<file path="config.mk">
export PLATFORM = sky130hd
export DESIGN_NAME = usb_tx_pkt
export DESIGN_NICKNAME = d
export VERILOG_FILES = /design/src/rtl/usb_tx_pkt.sv
export SDC_FILE = /design/constraint.sdc
export NUM_CORES = 1
export LEC_CHECK = 0
export ABC_AREA = 1
export ABC_CLOCK_PERIOD_IN_PS = 1500
export CORE_ASPECT_RATIO = 2
export CORE_UTILIZATION = 49
export CTS_BUF_LIST = sky130_fd_sc_hd__clkbuf_8
export DETAILED_ROUTE_END_ITERATION = 7
export HOLD_SLACK_MARGIN = 0.06
export PLACE_DENSITY = 0.79
export SKIP_LAST_GASP = 1
export SYNTH_ARGS = -nofsm -noshare
export SYNTH_HDL_FRONTEND = slang
export SYNTH_SLANG_ARGS = --single-unit
</file>
<file path="constraint.sdc">
create_clock -name clk -period 1.5 [get_ports clk]
set_input_delay 0.225 -clock clk [delete_from_list [all_inputs] [get_ports clk]]
set_output_delay 0.225 -clock clk [all_outputs]
set_load 0.03 [all_outputs]
</file>
<file path="src/rtl/usb_tx_pkt.sv">
// usb_tx_pkt: arbitrates handshake and data requesters, sequencing PID, payload and CRC16 bytes into the USB byte sender
module usb_tx_pkt #(
  parameter int MAX_LEN = 8
) (
  input  logic       clk,
  input  logic       reset,
  input  logic       hs_req,
  input  logic [3:0] hs_pid,
  output logic       hs_done,
  input  logic       dat_req,
  input  logic [3:0] dat_pid,
  input  logic [3:0] dat_len,
  input  logic [7:0] dat_byte,
  output logic       dat_rd,
  output logic       dat_done,
  output logic [7:0] tx_data,
  output logic       tx_valid,
  input  logic       tx_ready,
  input  logic       tx_active
);
  typedef enum logic [2:0] {IDLE, PID, PAYLOAD, CRC_LO, CRC_HI, LAST, EOP, DONE} state_t;
  localparam logic [3:0] MAX = 4'(MAX_LEN);
  state_t state, state_n;
  logic [3:0] pid, len, cnt;
  logic [15:0] crc;
  logic is_hs, act_q, grant;
  logic [3:0] len_c;
  assign grant = state == IDLE && (hs_req || dat_req);
  assign len_c = dat_len > MAX ? MAX : dat_len;
  function automatic logic [15:0] crc16_byte(input logic [15:0] c, input logic [7:0] d);
    logic [15:0] r;
    r = c;
    for (int i = 0; i < 8; i++) r = (r[0] ^ d[i]) ? ((r >> 1) ^ 16'hA001) : (r >> 1);
    return r;
  endfunction
  // state register
  always_ff @(posedge clk)
    if (reset) state <= IDLE;
    else state <= state_n;
  // next state, byte mux, consume strobe and completion pulses
  always_comb begin
    state_n = state;
    tx_data = 8'h00;
    dat_rd = 1'b0;
    hs_done = 1'b0;
    dat_done = 1'b0;
    case (state)
      IDLE:    state_n = grant ? PID : IDLE;
      PID: begin
        tx_data = {~pid, pid};
        if (tx_ready) state_n = is_hs ? LAST : (len == 4'd0 ? CRC_LO : PAYLOAD);
      end
      PAYLOAD: begin
        tx_data = dat_byte;
        dat_rd = tx_ready;
        if (tx_ready && cnt + 4'd1 == len) state_n = CRC_LO;
      end
      CRC_LO: begin
        tx_data = ~crc[7:0];
        if (tx_ready) state_n = CRC_HI;
      end
      CRC_HI: begin
        tx_data = ~crc[15:8];
        if (tx_ready) state_n = LAST;
      end
      LAST:    state_n = tx_ready ? EOP : LAST;
      EOP:     state_n = (act_q && !tx_active) ? DONE : EOP;
      DONE: begin
        hs_done = is_hs;
        dat_done = !is_hs;
        state_n = IDLE;
      end
    endcase
  end
  // grant capture, CRC accumulation, byte count and the sender valid line
  always_ff @(posedge clk)
    if (reset) begin
      tx_valid <= 1'b0;
      crc <= 16'hFFFF;
      cnt <= 4'd0;
      pid <= 4'd0;
      len <= 4'd0;
      is_hs <= 1'b0;
      act_q <= 1'b0;
    end else begin
      act_q <= tx_active;
      if (grant) begin
        is_hs <= hs_req;
        pid <= hs_req ? hs_pid : dat_pid;
        len <= hs_req ? 4'd0 : len_c;
        crc <= 16'hFFFF;
        cnt <= 4'd0;
        tx_valid <= 1'b1;
      end
      if (state == PAYLOAD && tx_ready) begin
        crc <= crc16_byte(crc, dat_byte);
        cnt <= cnt + 4'd1;
      end
      if (state == LAST && tx_ready) tx_valid <= 1'b0;
    end
endmodule

</file>
# == Word level (Yosys, flattened, before mapping) ==
# Index checks and enable logic that the tools add are counted.
# classes
add_sub_neg,1
order_cmp,1
bitwise_logic,19
n_reduce_logical,13
n_eq_ne,12
n_mux,29
# ops
cell,n
2-to-1 mux 16 bit,10
one-hot mux 8 bit (4 select lines),1
NOT 2 -> 3 bit,8
one-hot mux 3 bit (8 select lines),1
2-to-1 mux 4 bit,5
NOT 8 bit,2
2-to-1 mux 3 bit,5
"equality test 3 bit, second input constant",4
"inequality test 2 bit, second input constant",4
bitwise XOR 1 bit,8
"equality test 3 x 2 -> 1 bit, second input constant",2
2-to-1 mux 1 bit,6
logical AND 1 bit,5
"adder 4 x 1 -> 4 bit, second input constant",1
equality test 4 bit,1
"greater-than comparator 4 bit, second input constant",1
zero test 4 bit,1
NOT 4 bit,1
AND reduction 4 bit,1
"equality test 3 x 1 -> 1 bit, second input constant",1
zero test 3 bit,1
zero test 1 bit,2
2-to-1 mux 2 bit,1
nonzero test 2 bit,1
other kinds (2),2
# word_totals
word_cells,83
out_inout_bits,12
regBits,34

# == Depth between registers and ports, before layout ==
# logic_depth
word_depth,17
depth_mapped,19
mapped_depth_nobuf,19

# == Worst setup path after synthesis ==
# No wires, ideal clock.
# synth_path
kind,flip-flop to output port
from,reg state[0]
to,out tx_data[0]
n_path_buf,0
setup_slack_ns,-0.287
t_required_ns,1.275
path_stages_with_launch,7
arrival_time_ns,1.562
path_cell_list,dfxtp_1 inv_1 nor2_1 inv_1 nor2_1 inv_1 o21ai_0
# synth_via
elab_chain_len,2
word_cells_on_any_way,5
# synth_rtl
element,line,source
start: declaration,23,"state_t state, state_n;"
start signal: assignment,39,else state <= state_n;
"equality test 3 bit, or another cell as far along",47,case (state)
one-hot mux 8 bit (4 select lines) *,47,
end: declaration,16,"output logic [7:0] tx_data,"
# Mark *: on every way between the ends. The rest lies on a longest branch, timed or not.

# == Worst setup path in the final report ==
# layout_path
from,reg crc[0]
to,reg crc[0]
# layout_via
elab_chain_len,17
# layout_rtl
element,line,source
start: declaration,25,logic [15:0] crc;
start signal: assignment,96,"crc <= crc16_byte(crc, dat_byte);"
bitwise XOR 1 bit,33,for (int i = 0; i < 8; i++) r = (r[0] ^ d[i]) ? ((r >> 1) ^ 16'hA001) : (r >> 1);
2-to-1 mux 16 bit,33,
bitwise XOR 1 bit,33,
2-to-1 mux 16 bit,33,
bitwise XOR 1 bit,33,
2-to-1 mux 16 bit,33,
bitwise XOR 1 bit,33,
2-to-1 mux 16 bit,33,
bitwise XOR 1 bit,33,
2-to-1 mux 16 bit,33,
bitwise XOR 1 bit,33,
2-to-1 mux 16 bit,33,
bitwise XOR 1 bit,33,
2-to-1 mux 16 bit,33,
bitwise XOR 1 bit,33,
2-to-1 mux 16 bit,33,
2-to-1 mux 16 bit,95,if (state == PAYLOAD && tx_ready) begin
# Every way passes these cells.
# A chain may end at the register's enable or synchronous reset.

==> impl_metrics.json <==
{
  "io_buffers": 37,
  "synth_warnings": 0,
  "dp.final_hpwl_mm": 4.86,
  "synthToLayoutAreaGrowth_pct": 86.3,
  "ys_seq_area_share_pct": 33.5,
  "cts.htree.levels": 2,
  "synth_ff_type": "dfxtp_1",
  "maxCapViolations": 0,
  "outcome": "finished with violations",
  "syn_area_per_cell_um2": 6.86,
  "crit_fanout": 4,
  "r2r-start": "crc[0]",
  "syn-num-nets": 323,
  "synth_top_area_share_pct": 33.5,
  "rsz0062_at_grt": "true",
  "hp-start": "hs_pid[3]",
  "core_area_mm2": 0.00392,
  "wl_met2_mm": 5.67,
  "required_ns": 1.69,
  "arrival_ns": 2.32,
  "worstReg2RegEnd": "crc[0]",
  "holdBufCountCts": 0,
  "finClkSkew_ns": 0.0239,
  "whs_path_depth": 3,
  "clkSinkCount": 34,
  "min_to": "pid[3]",
  "io_pins": 38,
  "cts_tree": "done",
  "synthCells": 296,
  "finalSetupViolCount": 39,
  "fillCellCount": 80,
  "synth_area_mm2": 0.00203,
  "grt_start_max_net_pins": 26,
  "synth_edf_count": 0,
  "worstSetupStartpointType": "flip-flop",
  "die_h_um": 93.0,
  "diodes": 0,
  "yosysUniqueCellTypes": 31,
  "finalHoldViolations": 0,
  "reg2reg_depth": 19,
  "ant_nets": 0,
  "place.gp.congestion": 0.851,
  "final.setup.tns_ns": -9.61,
  "die_width_um": 47.5,
  "min_path_type": "input pin to flip-flop",
  "yosysMostFrequentCell": "nand2_1",
  "wl_mm": 12.5,
  "worst_slack_ns": -0.637,
  "synth_top_area_cell": "dfxtp_1",
  "crit_path_end_kind": "flip-flop",
  "grt_usage_pct": 41.8,
  "antenna_found_initial": 0,
  "vias": 3327,
  "synthTopCellsByArea": "dfxtp_1 (34%), nand2_1 (11%), a21oi_1 (6.4%), o21ai_0 (6.2%), inv_1 (5.9%)",
  "ir_worst_vdd_v": 0.00145,
  "clk_pin_slew_worst_paths_ns": 0.09,
  "drive_above_1_share_pct": 50.5,
  "cts-root-buf": "clkbuf_8",
  "finalCritPeriodShare_pct": 142,
  "core.rowCount": 32,
  "ys_ff_latch": 34,
  "synth_common_cells": "nand2_1 (62), dfxtp_1 (34), inv_1 (32)",
  "failed_checks": "DRC, setup timing",
  "grt_pass1_wl_mm": 13.0,
  "clkLatencyLatePin_ns": 0.31,
  "dr_wl_met3_mm": 1.54,
  "drtPass1Iterations": 8,
  "drc": 45,
  "fin_crit_ns": 2.14,
  "avgRoutedWirePerCell_um": 27.1,
  "grt_pass1_vias": 2673,
  "overflow": 0,
  "criticalPathCategory": "flip-flop to flip-flop",
  "worst-slew-pin-transition_ns": 0.515,
  "drt-initial-drc-count": 329,
  "cts_buffer_depth": 2,
  "cts_made_buffers": 5,
  "viasPerCell": 7.19,
  "maxSlewViolCount": 0,
  "nets": 438,
  "top_layer_used": "met4",
  "utilization_pct": 96.4,
  "fmax_mhz": 468,
  "p_leak_nw": 1.65,
  "powerDensity_mw_per_mm2": 1850,
  "die-area_mm2": 0.00442,
  "start_util_pct": 51.8,
  "rrSetupSlack_ns": -0.64,
  "slew_headroom_pct": 65.4,
  "wl_met1_mm": 3.55,
  "async_flop_share_pct": 0
}
[logic make-up after synthesis]
logic type / synth area share [%]
xor gates and xnor gates: 5.91
buffers and inverters: 9.98
AOI/OAI and AO/OA: 23.5
and+or+nand+nor: 26.4
DFF: 33.5
adders and majority gates: 0.616
[metal layers]
metal	vias to the layer above	global-route usage (%)
met4	0	29.0
met2	433	70.0
met5	-	0
li1	1230	-
met3	199	13.9
met1	1465	39.3
[critical path, cell delays in order, from the launching register on]
cell and delay [ns]:
dfxtp_4 0.40, inv_4 0.06, nand2_2 0.06, nand2_2 0.09, nand2_4 0.10, nand2_4 0.07, nand2_4 0.10, nand2_4 0.07
nand2_4 0.10, nand2_4 0.09, nand2_4 0.10, nand3_4 0.09, nand2_4 0.08, nand2_2 0.07, nand3_2 0.09, nand2_2 0.07
nand2_1 0.08, nand3_1 0.09, nand2_1 0.12, nand2_1 0.08
[state kept, by name, indices dropped and copies added (netlist names)]
register / cells
is_hs: 1
cnt: 4
pid: 4
state: 3
act_q: 1
crc: 16
tx_valid: 1
len: 4
[layout make-up]
| cell class | instances | area [um^2] | share of cell area (%) |
|---|---|---|---|
| timing repair inverter | 1 | 7.51 | 0.198 |
| inverter | 39 | 170 | 4.50 |
| clock inverter | 3 | 37.5 | 0.992 |
| tap | 51 | 63.8 | 1.69 |
| multi-input combinational | 213 | 1650 | 43.7 |
| timing repair buffer | 117 | 1080 | 28.5 |
| sequential | 34 | 706 | 18.7 |
| clock buffer | 5 | 68.8 | 1.82 |
[metrics by stage]
| step | instance area, um^2 | cells | power (mW) | setup slack [ns] | hold WS [ns] |
|---|---|---|---|---|---|
| 2_1_floorplan | 2080 | 296 | 2.95 | -0.109 | 0.315 |
| 3_3_place_gp | 2880 | 429 | 4.08 | -0.613 | 0.461 |
| 3_5_place_dp | 2880 | 429 | 4.13 | -0.716 | 0.472 |
| 4_1_cts | 3330 | 450 | 5.53 | -0.280 | 0.482 |
| 5_1_grt | 3780 | 463 | 7.11 | -0.683 | 0.536 |
| 6_report | 3780 | 463 | 7.00 | -0.637 | 0.507 |
[power by group]
part           switching [mW]  total [mW]  leakage (nW)  internal (mW)
Clock                   0.392       0.877        0.0607          0.485
Combinational            2.68        4.55          1.31           1.88
Sequential              0.399        1.57         0.282           1.17
Total                    3.47        7.00          1.65           3.53
[cells in the final DEF (no fill, tap or decap), types with 4 or more instances in the layout]
| master | count |
|---|---|
| buf_12 | 4 |
| dfxtp_1 | 26 |
| o21ai_0 | 12 |
| inv_4 | 4 |
| clkdlybuf4s50_1 | 22 |
| clkbuf_8 | 5 |
| nand2_4 | 12 |
| dlygate4sd2_1 | 4 |
| a31oi_1 | 4 |
| o22ai_2 | 5 |
| o21ai_2 | 5 |
| o21ai_1 | 10 |
| buf_6 | 22 |
| o22ai_4 | 5 |
| nand3_1 | 14 |
| xor2_1 | 5 |
| nand2_1 | 42 |
| nand3_2 | 5 |
| inv_2 | 7 |
| nor2_1 | 11 |
| nand3_4 | 4 |
| a21oi_1 | 14 |
| nand2_2 | 15 |
| nor2_4 | 8 |
| inv_1 | 27 |
| a21oi_2 | 11 |
| buf_4 | 64 |
| dfxtp_4 | 6 |
[worst max-delay path by stage]
stage                       endpoint  slack (ns)  cells past startpoint         from
after global placement        crc[0]       -0.61                     18  dat_byte[0]
after CTS                 tx_data[5]       -0.28                      7     state[1]
after detailed placement      crc[0]       -0.72                     18  dat_byte[0]
after floorplan               crc[0]       -0.11                     19       crc[1]
final                         crc[0]       -0.64                     19       crc[0]
after global routing          crc[0]       -0.68                     17       crc[0]
[repair_timing]
item,4_1_cts,5_1_grt
gates cloned,1,0
resized for setup,76,81
pin swaps,23,41
endpoints found under the setup margin,32,32
setup buffers,12,15
Power figures use the tool's default switching activity.
